### src/rtl/timer_pkg.sv
// Shared definitions for the reload countdown timer.
// Provides the run-state enum, the direction encodings and a helper that
// gives the value a run finishes on for a given direction and latched N.
package timer_pkg;

  typedef enum logic {
    IDLE = 1'b0,
    RUN  = 1'b1
  } state_t;

  localparam logic DIR_DOWN = 1'b0;
  localparam logic DIR_UP   = 1'b1;

  // Widest count the helper below supports; callers cast to their width.
  localparam int MAX_W = 64;

  // Down runs finish on zero, up runs finish on N.
  function automatic logic [MAX_W-1:0] terminal_of(input logic dir,
                                                   input logic [MAX_W-1:0] n);
    return (dir == DIR_UP) ? n : '0;
  endfunction

endpackage

### src/rtl/tick_prescaler.sv
// Divides enabled clock cycles down to a single-cycle count tick.
// Ports:
//   clock   rising-edge clock
//   reset_n asynchronous active-low reset
//   en      advance the prescaler this cycle (frozen when low)
//   clr     force the prescaler back to zero (wins over en)
//   tick    combinational; high on the enabled cycle that completes DIV cycles
module tick_prescaler #(
  parameter int DIV = 1
) (
  input  logic clock,
  input  logic reset_n,
  input  logic en,
  input  logic clr,
  output logic tick
);

  localparam int CW = (DIV > 1) ? $clog2(DIV) : 1;
  localparam logic [CW-1:0] LAST = CW'(DIV - 1);

  logic [CW-1:0] cnt;

  // With DIV=1 the counter never leaves zero, so tick simply follows en.
  assign tick = en && (cnt == LAST);

  // Counter wraps on the tick and holds whenever en is low.
  always_ff @(posedge clock or negedge reset_n) begin
    if (!reset_n) begin
      cnt <= '0;
    end else if (clr) begin
      cnt <= '0;
    end else if (en) begin
      cnt <= tick ? '0 : cnt + CW'(1);
    end
  end

endmodule

### src/rtl/reload_countdown_timer.sv
// Counts a latched terminal value N down to zero or up from zero at a
// prescaled tick rate, one-shot or auto-reloading, with pause and abort.
// Ports:
//   clock, reset_n     rising-edge clock, asynchronous active-low reset
//   load_value         N, sampled on an accepted start
//   start              begin/restart a run (ignored while stop is high)
//   stop               abort a run, count held
//   pause              freeze prescaler and count while running
//   direction          0 = down N->0, 1 = up 0->N (sampled on start)
//   auto_reload        1 = periodic, 0 = one-shot (sampled on start)
//   count              current count value
//   busy               high while running
//   done               one-cycle pulse on expiry
//   expire_count       expiries since last start, saturating
module reload_countdown_timer
  import timer_pkg::*;
#(
  parameter int WIDTH = 8,
  parameter int DIV   = 1,
  parameter int EXP_W = 8
) (
  input  logic             clock,
  input  logic             reset_n,
  input  logic [WIDTH-1:0] load_value,
  input  logic             start,
  input  logic             stop,
  input  logic             pause,
  input  logic             direction,
  input  logic             auto_reload,
  output logic [WIDTH-1:0] count,
  output logic             busy,
  output logic             done,
  output logic [EXP_W-1:0] expire_count
);

  state_t           state, state_nx;
  logic [WIDTH-1:0] n_lat, n_nx;
  logic             dir_lat, dir_nx;
  logic             rel_lat, rel_nx;
  logic [WIDTH-1:0] count_nx;
  logic             done_nx;
  logic [EXP_W-1:0] exp_nx;

  logic             tick;
  logic             start_ok;
  logic [WIDTH-1:0] step_val;
  logic [WIDTH-1:0] term_val;
  logic [WIDTH-1:0] reload_val;

  assign start_ok   = start && !stop;
  assign busy       = (state == RUN);
  assign term_val   = WIDTH'(terminal_of(dir_lat, MAX_W'(n_lat)));
  assign reload_val = (dir_lat == DIR_DOWN) ? n_lat : '0;
  assign step_val   = (dir_lat == DIR_UP) ? count + WIDTH'(1) : count - WIDTH'(1);

  // Any start or stop restarts the prescaler so a new run gets a full first tick.
  tick_prescaler #(
    .DIV(DIV)
  ) u_prescaler (
    .clock  (clock),
    .reset_n(reset_n),
    .en     (busy && !pause),
    .clr    (stop || start_ok),
    .tick   (tick)
  );

  // Next-state logic. Priority is stop > start > terminal tick > ordinary tick,
  // so a start/stop landing on the terminal tick swallows that expiry.
  always_comb begin
    state_nx = state;
    count_nx = count;
    n_nx     = n_lat;
    dir_nx   = dir_lat;
    rel_nx   = rel_lat;
    done_nx  = 1'b0;
    exp_nx   = expire_count;

    if (stop) begin
      state_nx = IDLE;
    end else if (start) begin
      n_nx   = load_value;
      dir_nx = direction;
      rel_nx = auto_reload;
      exp_nx = '0;
      if (load_value == '0) begin
        // A zero-length run expires immediately and never enters RUN.
        done_nx  = 1'b1;
        exp_nx   = EXP_W'(1);
        state_nx = IDLE;
        count_nx = '0;
      end else begin
        state_nx = RUN;
        count_nx = (direction == DIR_DOWN) ? load_value : '0;
      end
    end else if (tick) begin
      if (step_val == term_val) begin
        done_nx = 1'b1;
        exp_nx  = (&expire_count) ? expire_count : expire_count + EXP_W'(1);
        if (rel_lat) begin
          // Periodic runs skip showing the terminal value to keep a period of N ticks.
          count_nx = reload_val;
        end else begin
          count_nx = term_val;
          state_nx = IDLE;
        end
      end else begin
        count_nx = step_val;
      end
    end
  end

  // State and registered outputs.
  always_ff @(posedge clock or negedge reset_n) begin
    if (!reset_n) begin
      state        <= IDLE;
      count        <= '0;
      n_lat        <= '0;
      dir_lat      <= 1'b0;
      rel_lat      <= 1'b0;
      done         <= 1'b0;
      expire_count <= '0;
    end else begin
      state        <= state_nx;
      count        <= count_nx;
      n_lat        <= n_nx;
      dir_lat      <= dir_nx;
      rel_lat      <= rel_nx;
      done         <= done_nx;
      expire_count <= exp_nx;
    end
  end

endmodule

### config.mk
export PLATFORM = sky130hd
export DESIGN_NAME = reload_countdown_timer
export DESIGN_NICKNAME = d
export VERILOG_FILES = /design/src/rtl/timer_pkg.sv /design/src/rtl/tick_prescaler.sv /design/src/rtl/reload_countdown_timer.sv
export SDC_FILE = /design/constraint.sdc
export NUM_CORES = 1
export LEC_CHECK = 0
export CORE_ASPECT_RATIO = 0.75
export CORE_MARGIN = 3
export CORE_UTILIZATION = 58
export CTS_CLUSTER_DIAMETER = 40
export DETAILED_ROUTE_END_ITERATION = 10
export PLACE_DENSITY = 0.85
export SLEW_MARGIN = 30
export SYNTH_ARGS = -nofsm -noshare
export SYNTH_HDL_FRONTEND = slang
export SYNTH_SLANG_ARGS = --single-unit
### constraint.sdc
create_clock -name clock -period 5.1 [get_ports clock]
set_input_delay 0.765 -clock clock [delete_from_list [all_inputs] [get_ports clock]]
set_output_delay 0.765 -clock clock [all_outputs]
set_load 0.01 [all_outputs]
; ---- Word level (Yosys, flattened, before mapping)
; Cells that the tools add are included.
[totals]
output_inout_bits = 18
inputBits = 15
ff_bits = 29
[op_classes]
n_reduce_logical = 17
mux = 28
n_eq_ne = 3
add_sub_neg = 4
bitwise_logic = 2
[ops]
columns = operator, count
row1 = $mux 8, 13
row2 = $add 8x1->8 const B, 2
row3 = $mux 1, 15
row4 = $eq 8x8->1, 1
row5 = $logic_not 8->1, 1
row6 = $reduce_and 8->1, 1
row7 = $sub 8x1->8 const B, 1
row8 = $reduce_bool 2->1, 3
row9 = $reduce_bool 3->1, 2
row10 = $reduce_and 2->1, 2
row11 = $reduce_and 4->1, 1
row12 = $logic_and 1x1->1, 3
row13 = $ne 3x3->1 const B, 1
row14 = $reduce_and 3->1, 1
row15 = $logic_not 1->1, 2
row16 = $ne 2x2->1 const B, 1
row17 = $not 1->1, 2
row18 = $add 1x1->1 const B, 1
row19 = $logic_or 1x1->1, 1

; ---- Longest topological paths before layout
[depth]
word_depth = 7
mapped_depth = 12
depth_no_buf = 9

; ---- Hierarchy
; A second synthesis with hierarchy kept.
[hier_totals]
cells_unflattened = 239
hier_area_um2 = 2143.3
[by_module_without_submodules]
columns = module, area_each_um2, cells_each, n_inst
row1 = reload_countdown_timer, 2097.0, 236, 1
row2 = tick_prescaler, 46.3, 3, 1

; ---- Least setup slack after synthesis
; Ideal clock, no wire load.
[synth_path]
kind = flip-flop to flip-flop
start = register dir_lat
end = register count[5]
n_path_buf = 3
slack_ns = 1.848
arrival_time_ns = 3.131
synth_period_minus_slack_ns = 3.252
path_stages_with_launch = 13
t_required_ns = 4.979
cell_sequence = dfrtp_1 buf_2 inv_1 ha_1 buf_6 and3_1 a221o_1 o41a_1 xor2_1 or4_1 buf_6 a32o_1 o22a_1
[synth_between]
elab_chain_len = 5
[synth_lines]
columns = element, line_no
row1 = "start, declared", reload_countdown_timer.sv:38  ; logic dir_lat, dir_nx;
row2 = "start signal, assigned", reload_countdown_timer.sv:126  ; dir_lat <= dir_nx;
row3 = $mux 8 (on tied branches), "reload_countdown_timer.sv:54, reload_countdown_timer.sv:53, timer_pkg.sv:20"
row4 = $eq 8x8->1 or $mux 8 (tied branches), "reload_countdown_timer.sv:96, reload_countdown_timer.sv:99"
row5 = $mux 8 (*), reload_countdown_timer.sv:96  ; if (step_val == term_val) begin
row6 = $mux 8 (*), reload_countdown_timer.sv:95  ; end else if (tick) begin
row7 = $mux 8 (*), reload_countdown_timer.sv:80  ; end else if (start) begin
row8 = "end signal, assigned", reload_countdown_timer.sv:124  ; count <= count_nx;
row9 = "end, declared", reload_countdown_timer.sv:30  ; output logic [WIDTH-1:0] count,
; Every way passes the cells marked *; elsewhere a longest branch is shown, timed or not. The select of a mux whose other input is x is not followed.
; A chain may end at the register's enable or synchronous reset.

; ---- Worst setup path in the final report
[layout_path]
start = register dir_lat
end = register count[2]
; The elaborated chain is that of the path after synthesis.

==> impl_metrics.json <==
{
  "setup_slack_ns": 1.20,
  "grtUsageTotal_pct": 27.1,
  "regArea_um2": 726,
  "period_minus_slack_ns": 3.90,
  "port_buffers": 32,
  "crit_path_end_kind": "flop",
  "start_util_pct": 63.0,
  "worst_ep_required_time_ns": 5.26,
  "post-place-ws_ns": 1.29,
  "min-delay-start": "u_prescaler.cnt$_DFFE_PN0P_",
  "postCtsResizedCells": 0,
  "r2r-end": "count[2]$_DFFE_PN0P_",
  "fin_nets": 290,
  "dp_cells": 310,
  "fmax_mhz": 256,
  "drt.antenna.violating_nets": 0,
  "grt-ovfl-total": 0,
  "clock_latency_ns": 0.28,
  "synth_top_area_cell": "dfrtp_1",
  "clockBufferDepth": 2,
  "post-route-util_pct": 75.2,
  "place_hpwl_um": 4160,
  "antenna_found_initial": 0,
  "yosys_most_used_dff": "dfrtp_1",
  "cts_sinks": 29,
  "synth_area_um2": 2160,
  "seq_area_frac_synth_pct": 33.6,
  "cts_tree": "yes",
  "cts_buffers": 5,
  "start_kind": "flop",
  "core_um2": 3420,
  "io_pins": 33,
  "die_x_um": 76.4,
  "synth_area_leaders": "dfrtp_1 34%, mux2_2 4.7%, ha_1 4.1%",
  "vias": 2136,
  "worst_pin_slew_ns": 0.935,
  "yosysTopAreaCellShare_pct": 33.6,
  "yosysUniqueCellTypes": 60,
  "drt-total-wl_um": 5710,
  "r2r_setup_slack_ns": 1.20,
  "area_growth_pct": 19.3,
  "r2r_start": "dir_lat$_DFFE_PN0P_",
  "min_to": "u_prescaler.cnt$_DFFE_PN0P_",
  "n_antenna_cell": 0,
  "whs_ns": 0.539,
  "routed_via_density": 6.74,
  "cts_max_level": 2,
  "cts_root_buf": "clkbuf_8",
  "post_cts.repair.setup_buffers": 0,
  "fin_crit_sh_pct": 76.6,
  "max_cap_violations": 0,
  "p_leak_nw": 1.08,
  "first_pass_iters": 5,
  "grt_setup_unrepaired": "no",
  "die_h_um": 58.8,
  "layout-drive-gt1-share_pct": 8.24,
  "dieArea_um2": 4490,
  "crit_path_max_fanout": 16,
  "post-route-drc-count": 0,
  "place_congestion": 0.927,
  "ys_warn_count": 0,
  "holdPathStages": 1,
  "setup_viol": 0,
  "synth_edf_count": 0,
  "fin_tns_setup_ns": 0,
  "hp-class": "flop to flop",
  "reg2regPathDepth": 9,
  "critPathArrivalTime_ns": 4.07,
  "path_class": "flop to flop",
  "cts_hold_buf": 0,
  "wire_per_inst_um": 18.0,
  "fin_worst_skew_ns": 0.00260,
  "final_hold_viol_count": 0,
  "syn_inst": 239,
  "synth_area_per_cell_um2": 9.03,
  "drt_iter0_drc": 289,
  "max-vdd-ir-drop_mv": 0.259,
  "grt_pass1_wl_um": 9500,
  "maxSlewViolCount": 0,
  "synth-seq-cells": 29,
  "p_per_area_nw_per_um2": 440,
  "grt_pass1_vias": 1873,
  "synth_async_sr_flop_share_pct": 100,
  "row_count": 18,
  "grt_max_degree": 30,
  "final_cell_count_no_fill": 317,
  "clk_pin_slew_ns": 0.06,
  "status": "finished, final reports clean",
  "relSlewSlack_pct": 37.2,
  "fillCellCount": 250,
  "synth_nets": 262,
  "multi_input_area_um2": 1330
}
-- layer usage --
layer	track usage, %	vias to the layer above	routed length [µm]
li1	-	964	-
met1	40.6	994	2610
met2	37.5	161	2340
met3	6.88	17	643
met4	10.1	0	126
met5	0	-	0
-- layout by cell type, fill, tap and decap left out, types with 3 or more instances in the layout --
cell / netlist / routed
a211oi_1: 4 / 4
a21o_1: 3 / 3
a21oi_1: 6 / 6
a221o_1: 4 / 4
a31oi_1: 5 / 5
and3_1: 13 / 13
clkbuf_8: 0 / 6
clkdlybuf4s50_1: 0 / 32
dfrtp_1: 29 / 29
ha_1: 7 / 7
inv_1: 10 / 10
mux2_2: 9 / 9
mux2i_1: 5 / 5
nand2_1: 21 / 21
nand3_1: 11 / 11
nand4_1: 4 / 4
nor2_1: 21 / 20
nor3_1: 6 / 6
o21ai_0: 5 / 5
or4_1: 3 / 3
xnor2_1: 4 / 4
xor2_1: 7 / 7
-- cell type report --
type / count / share of cell area [%]
Multi-Input combinational cell: 188 / 51.8
Sequential cell: 29 / 28.2
Timing Repair Buffer: 33 / 12.7
Clock buffer: 7 / 3.35
Tap cell: 50 / 2.43
Inverter: 10 / 1.46
-- synthesized netlist by cell type (all sizes together) (2+ instances only) --
library cell / instances
a32oi: 2
a211oi: 4
dfrtp: 29
o211ai: 2
a221o: 4
a21o: 3
nand3: 11
mux2: 9
or2: 3
a22oi: 2
a21oi: 6
o2111ai: 2
o32ai: 2
xor2: 7
mux2i: 5
a211o: 2
a31oi: 5
nand2: 21
o311ai: 3
a32o: 2
o21ai: 7
nor4: 3
xnor2: 4
inv: 10
nor2: 22
nand4: 4
and2: 2
buf: 4
nor3: 6
and3: 13
clkbuf: 8
ha: 7
a41oi: 2
or4: 3
-- how the worst max path moves through the flow --
stage                   startpoint                           to  slack, ns  depth (start not counted)
3_3_place_gp   dir_lat$_DFFE_PN0P_  expire_count[5]$_DFFE_PN0P_       1.42                          9
3_5_place_dp   dir_lat$_DFFE_PN0P_  expire_count[5]$_DFFE_PN0P_       1.29                          9
6_report       dir_lat$_DFFE_PN0P_         count[2]$_DFFE_PN0P_       1.20                          9
2_1_floorplan  dir_lat$_DFFE_PN0P_         count[5]$_DFFE_PN0P_       1.85                         12
4_1_cts        dir_lat$_DFFE_PN0P_  expire_count[5]$_DFFE_PN0P_       1.28                          9
5_1_grt        dir_lat$_DFFE_PN0P_         count[2]$_DFFE_PN0P_       0.97                          9
-- critical path: stages (launching register included) --
cell and delay [ns]:
dfrtp_1 0.59, inv_1 0.29, ha_1 0.48, and3_1 0.23, a221o_1 0.35, o41a_1 0.37
xor2_1 0.21, nor4_4 0.72, mux2i_1 0.19, a221o_1 0.36
-- state kept, by name, indices dropped and copies added (netlist names) --
name	cells
busy	1
count	8
done	1
dir_lat	1
rel_lat	1
expire_count	8
u_prescaler.cnt	1
n_lat	8
-- metrics by stage --
stage / total power (W) / area (µm²)
after floorplan: 0.000763 / 2160
after global placement: 0.000918 / 2480
after detailed placement: 0.000928 / 2480
after CTS: 0.00112 / 2570
after global routing: 0.00120 / 2570
final: 0.00113 / 2570
-- cells by family (layout without fill, tap and decap cells) --
family,count (synthesis),count (layout),synth area share (%)
muxes,14,14,7.02
AOI/OAI and AO/OA,60,60,21.4
buffers and inverters,22,50,4.64
adders and majority gates,8,8,4.99
DFF,29,29,33.6
xor gates and xnor gates,12,12,5.57
and+or+nand+nor,94,94,22.7
-- where the power goes --
part | leakage (nW) | internal, W | switching, W
clock network | 0.0443 | 0.000107 | 0.0000833
logic | 0.674 | 0.000296 | 0.000318
registers | 0.366 | 0.000271 | 0.0000564
total | 1.08 | 0.000674 | 0.000457
Power figures use the tool's default switching activity.
